$ cat src/rtl/uart_byte_receiver.sv
// 8N1 UART receiver: synchronizes rxd, oversamples each bit mid-point and
// hands completed bytes to the consumer through a one-entry valid/ready register.
module uart_byte_receiver #(
   parameter int CLK_FREQ   = 50_000_000,
   parameter int BAUD       = 115_200,
   parameter int OVERSAMPLE = 16
) (
   input  logic       clk,
   input  logic       rst,
   input  logic       rxd,
   output logic [7:0] rx_data,
   output logic       rx_valid,
   input  logic       rx_ready,
   output logic       frame_err,
   output logic       overrun,
   output logic       busy
);

   localparam int DIV   = CLK_FREQ / (BAUD * OVERSAMPLE);
   localparam int DIV_W = (DIV > 1) ? $clog2(DIV) : 1;
   localparam int CNT_W = $clog2(OVERSAMPLE);

   localparam logic [DIV_W-1:0] DIV_LAST  = DIV_W'(DIV - 1);
   localparam logic [CNT_W-1:0] HALF_LAST = CNT_W'(OVERSAMPLE / 2 - 1);
   localparam logic [CNT_W-1:0] FULL_LAST = CNT_W'(OVERSAMPLE - 1);

   if (DIV < 1) begin : g_div_check
      $error("uart_byte_receiver: CLK_FREQ/(BAUD*OVERSAMPLE) must be at least 1");
   end

   if ((OVERSAMPLE < 4) || (OVERSAMPLE % 2 != 0)) begin : g_os_check
      $error("uart_byte_receiver: OVERSAMPLE must be even and at least 4");
   end

   typedef enum logic [2:0] {
      S_IDLE,
      S_START,
      S_DATA,
      S_STOP,
      S_WAIT_IDLE
   } state_t;

   state_t           state;
   logic             rxd_meta;
   logic             rx_s;
   logic [DIV_W-1:0] div_cnt;
   logic [CNT_W-1:0] tick_cnt;
   logic [2:0]       bit_idx;
   logic [7:0]       shift;
   logic             tick;

   assign tick = (div_cnt == DIV_LAST);
   assign busy = (state != S_IDLE);

   // Synchronizer, baud tick divider, frame FSM and the holding register share
   // one clocked process so delivery and consumer hand-off resolve in one place.
   always_ff @(posedge clk) begin
      if (rst) begin
         state     <= S_IDLE;
         rxd_meta  <= 1'b1;
         rx_s      <= 1'b1;
         div_cnt   <= '0;
         tick_cnt  <= '0;
         bit_idx   <= '0;
         shift     <= '0;
         rx_data   <= '0;
         rx_valid  <= 1'b0;
         frame_err <= 1'b0;
         overrun   <= 1'b0;
      end else begin
         frame_err <= 1'b0;
         overrun   <= 1'b0;
         rxd_meta  <= rxd;
         rx_s      <= rxd_meta;
         div_cnt   <= tick ? '0 : div_cnt + 1'b1;

         // A delivery later in this block overrides this clear.
         if (rx_valid && rx_ready) begin
            rx_valid <= 1'b0;
         end

         case (state)
            S_IDLE: begin
               if (!rx_s) begin
                  state    <= S_START;
                  tick_cnt <= '0;
                  div_cnt  <= '0;
               end
            end

            S_START: begin
               if (tick) begin
                  if (tick_cnt == HALF_LAST) begin
                     tick_cnt <= '0;
                     bit_idx  <= '0;
                     state    <= rx_s ? S_IDLE : S_DATA;
                  end else begin
                     tick_cnt <= tick_cnt + 1'b1;
                  end
               end
            end

            S_DATA: begin
               if (tick) begin
                  if (tick_cnt == FULL_LAST) begin
                     tick_cnt       <= '0;
                     shift[bit_idx] <= rx_s;
                     bit_idx        <= bit_idx + 1'b1;
                     if (bit_idx == 3'd7) begin
                        state <= S_STOP;
                     end
                  end else begin
                     tick_cnt <= tick_cnt + 1'b1;
                  end
               end
            end

            // Line held low through the stop slot is a framing error; the
            // byte is dropped and we wait for the line to return high.
            S_STOP: begin
               if (tick) begin
                  if (tick_cnt == FULL_LAST) begin
                     tick_cnt <= '0;
                     if (rx_s) begin
                        state <= S_IDLE;
                        if (!rx_valid || rx_ready) begin
                           rx_data  <= shift;
                           rx_valid <= 1'b1;
                        end else begin
                           overrun <= 1'b1;
                        end
                     end else begin
                        frame_err <= 1'b1;
                        state     <= S_WAIT_IDLE;
                     end
                  end else begin
                     tick_cnt <= tick_cnt + 1'b1;
                  end
               end
            end

            S_WAIT_IDLE: begin
               if (rx_s) begin
                  state <= S_IDLE;
               end
            end

            default: begin
               state <= S_IDLE;
            end
         endcase
      end
   end

endmodule

$ cat config.mk
export PLATFORM = sky130hd
export DESIGN_NAME = uart_byte_receiver
export DESIGN_NICKNAME = d
export VERILOG_FILES = /design/src/rtl/uart_byte_receiver.sv
export SDC_FILE = /design/constraint.sdc
export NUM_CORES = 1
export LEC_CHECK = 0
export BUFFER_PORTS_ARGS = -buffer_cell sky130_fd_sc_hd__buf_2
export CAP_MARGIN = 20
export CORE_MARGIN = 2
export CORE_UTILIZATION = 53
export CTS_BUF_LIST = sky130_fd_sc_hd__clkbuf_16
export DETAILED_ROUTE_END_ITERATION = 8
export PLACE_DENSITY = 0.75
export REMOVE_ABC_BUFFERS = 1
export SYNTH_ARGS = -nofsm -noshare
export SYNTH_HDL_FRONTEND = slang
export SYNTH_SLANG_ARGS = --single-unit
$ cat constraint.sdc
create_clock -name clk -period 1.6 [get_ports clk]
set_input_delay 0.32 -clock clk [delete_from_list [all_inputs] [get_ports clk]]
set_output_delay 0.32 -clock clk [all_outputs]
set_load 0.01 [all_outputs]
==> results.py <==
metrics = {
    "clocking": {
        "htreeDepth": 2,
        "cts_num_sinks": 36,
        "numCtsBuffers": 5,
        "cts_hold_buf": 0,
        "clock_path_buffers": 2,
        "cts_tree": "built",
        "clock_latency_ns": 0.27,
        "clkSlewWorstSetupHoldPaths_ns": 0.05,
        "clockRootBuffer": "clkbuf_16",
    },
    "grt": {
        "met3_usage": 0.0571,
        "antenna_found_initial": 0,
        "grt_max_degree": 31,
        "grtUsageMet2": 0.419,
        "grtUsageTotal": 0.225,
        "overflow": 0,
        "grt_pass1_vias": 1648,
        "grt_pass1_wl_mm": 7.22,
        "gr-max-usage-layer": "met2",
        "use_met1": 0.251,
    },
    "finish": {
        "area_growth_pct": 26.3,
        "multiInputGateArea_sq_um": 1130,
        "fin_nets": 245,
        "fillCellCount": 251,
        "regArea_sq_um": 726,
        "stdcell_count": 283,
        "final_core_util": 0.702,
        "layout-drive-gt1-share": 0.354,
        "diodes": 0,
    },
    "yosys": {
        "ys_ff_latch": 36,
        "avgSynthCellArea_sq_um": 9.05,
        "synth_warnings": 0,
        "synth.cell_area_sq_um": 1860,
        "synth_top_flop_cell": "dfxtp_1",
        "async_flop_share": 0,
        "ys_seq_area_frac": 0.388,
        "netlist_instances": 205,
        "yosysUniqueCellTypes": 54,
        "synth_edf_count": 0,
    },
    "sta": {
        "drv_slew": 0,
        "holdWs_ns": 0.227,
        "hold_viol": 0,
        "relSlewSlack": 0.634,
        "finalCriticalPeriod_ns": 1.60,
        "tns_ns": 0,
        "rsz0062_at_grt": "yes",
        "max_freq_mhz": 625,
        "setup_viol": 0,
        "finalCritPeriodShare": 1.00,
        "finalClockSkew_ns": 0.00350,
        "tightest_slew_ns": 0.548,
    },
    "power_and_ir_drop": {
        "pwr_density_cell_nw_per_um2": 824,
        "seq_power_share": 0.478,
        "p_comb_frac": 0.052,
        "peakVddDrop_mv": 0.673,
        "pwr-share-clk": 0.470,
        "internal_power_mw": 1.52,
        "switching_share": 0.215,
        "p_switching_mw": 0.415,
        "leakage_nw": 0.914,
    },
    "setup_path": {
        "arrival_ns": 1.74,
        "rr_worst_depth": 6,
        "worstSetupStartpointType": "flop",
        "r2r_start": "div_cnt[0]",
        "critPathRequiredTime_ns": 1.74,
        "r2r-end": "rx_data[1]",
        "critPathMaxFanout": 6,
        "r2r_setup_slack_ns": 0.0002,
        "critPathCaptureType": "flop",
        "criticalPathCategory": "reg -> reg",
    },
    "min_path": {
        "min_to": "rxd_meta",
        "hold_class": "in -> reg",
        "holdPathStages": 2,
        "hold_path_startpoint": "rxd",
    },
    "placement": {
        "dpl.hpwl_mm": 2.95,
        "numPlacedInstances": 273,
        "gp_congestion": 0.859,
        "port_buffers": 15,
    },
    "floorplan": {
        "num_io_pins": 16,
        "fp.dieH_um": 63.2,
        "core_sq_um": 3340,
        "die-area_sq_um": 3990,
        "die_x_um": 63.2,
        "start_util": 0.556,
        "num_rows": 21,
    },
    "routing": {
        "routed_wl_mm": 4.42,
        "vias": 1702,
        "drc": 0,
        "first_pass_iters": 4,
        "drtIter0Drc": 110,
        "viasPerCell": 6.01,
        "final_antenna_net_count": 0,
        "wire_per_inst_um": 15.6,
    },
    "status": {
        "status": "finished, final reports clean",
    },
    "flow_run": {
        "maxCapViolCount": 0,
    },
}
-- power by group through the flow --
stage / Sequential [mW] / Clock (mW) / Combinational, mW
global placement: 0.937 / 0 / 0.0892
finish: 0.923 / 0.907 / 0.101
floorplan: 0.940 / 0 / 0.0439
CTS: 0.922 / 0.915 / 0.101
detailed placement: 0.938 / 0 / 0.0924
global route: 0.923 / 0.968 / 0.110
-- kinds of logic after synthesis --
logic type,after synthesis,synth area share
simple gates,79,0.294
compound gates,60,0.200
flops,36,0.388
buf+inv,21,0.0647
fa+ha+maj,5,0.0337
xor+xnor,4,0.0189
-- routing by layer --
layer  wire length [um]  up-vias
li1                   -      821
met1               1780      813
met2               2290       54
met3                231       14
met4                119        0
met5                  0        -
-- flip-flops by register name (all words and copies together), names as in the netlist --
| register | count |
|---|---|
| bit_idx | 3 |
| div_cnt | 5 |
| rx_valid | 1 |
| frame_err | 1 |
| shift | 8 |
| rx_data | 8 |
| rx_s | 1 |
| tick_cnt | 4 |
| rxd_meta | 1 |
| overrun | 1 |
| state | 3 |
-- final cells by class --
cell class,count,area share
inverter,6,0.0101
multi-input combinational,149,0.482
tap,46,0.0246
clock inverter,3,0.00641
timing repair buffer,38,0.114
sequential,36,0.310
clock buffer,5,0.0534
-- cells in the mapped netlist, types with 2 or more instances --
cell      count  area share
nand3b_1      3       0.012
or2_1         2      0.0067
dfxtp_1      36        0.39
ha_1          5       0.034
or2_2         2      0.0067
o41ai_1       2      0.0094
nand2b_1      3       0.010
or3_1         3       0.010
a211o_1       2      0.0094
o31ai_1       3       0.012
buf_6         4       0.024
inv_1         4      0.0081
nand3_1      18       0.049
nor2b_1       3       0.010
and2_1        2      0.0067
nor3_1        3      0.0081
xnor2_1       2      0.0094
buf_1         2      0.0040
clkbuf_1      4      0.0081
buf_2         2      0.0054
xor2_1        2      0.0094
a21oi_1      22       0.059
o21ai_0      11       0.030
buf_4         2      0.0081
nor2_1        6       0.012
a311o_1       2       0.011
nand2_1      10       0.020
nand4b_1      4       0.019
nor3b_1       2      0.0081
o21ai_1       9       0.024
nand4_1       5       0.017
a211oi_1      3       0.012
-- critical path, cell delays in order (launching register included) --
cell and delay [ns]:
dfxtp_2 0.32, inv_2 0.06, ha_4 0.14, nand4b_4 0.13, or4b_4 0.57, o21ai_1 0.16
a21oi_1 0.08
-- placed cells by master, fill, tap and decap left out, types with 3 or more instances in the layout --
cell type | Yosys | final
a211oi_1 | 3 | 3
a21oi_1 | 22 | 20
buf_2 | 2 | 15
buf_4 | 2 | 20
clkbuf_16 | 0 | 5
dfxtp_1 | 36 | 32
dfxtp_2 | 0 | 4
ha_1 | 5 | 3
inv_1 | 4 | 4
nand2_1 | 10 | 8
nand2b_1 | 3 | 3
nand3_1 | 18 | 17
nand3b_1 | 3 | 3
nand4_1 | 5 | 5
nand4b_1 | 4 | 4
nor2_1 | 6 | 6
nor2b_1 | 3 | 3
nor3_1 | 3 | 3
o21ai_0 | 11 | 5
o21ai_1 | 9 | 11
o21ai_2 | 0 | 4
-- how the worst max path moves through the flow --
stage                startpoint    endpoint  depth (start not counted)  slack, ns
floorplan           tick_cnt[0]  rx_data[0]                          5      -0.05
global placement     div_cnt[0]  rx_data[1]                          6     -0.003
detailed placement  tick_cnt[1]  rx_data[5]                          5      -0.07
CTS                 tick_cnt[1]  rx_data[1]                          5      0.003
global route         div_cnt[0]  rx_data[1]                          6      -0.06
finish               div_cnt[0]  rx_data[1]                          6     0.0002
-- through the flow --
| stage | instance area [sq um] | total power [mW] | setup WS (ns) |
|---|---|---|---|
| detailed placement | 2070 | 1.03 | -0.0706 |
| floorplan | 1760 | 0.984 | -0.0478 |
| finish | 2340 | 1.93 | 0.000207 |
| CTS | 2290 | 1.94 | 0.00301 |
| global placement | 2070 | 1.03 | -0.00286 |
| global route | 2340 | 2.00 | -0.0650 |
-- repair_timing --
| item | CTS | global route |
|---|---|---|
| gates cloned | 1 | 0 |
| pin swaps | 6 | 9 |
| gates resized for setup | 17 | 21 |
| buffers inserted | 1 | 0 |
| endpoints found under the setup margin | 27 | 29 |
Note: power is estimated with default switching activity, not from simulation.
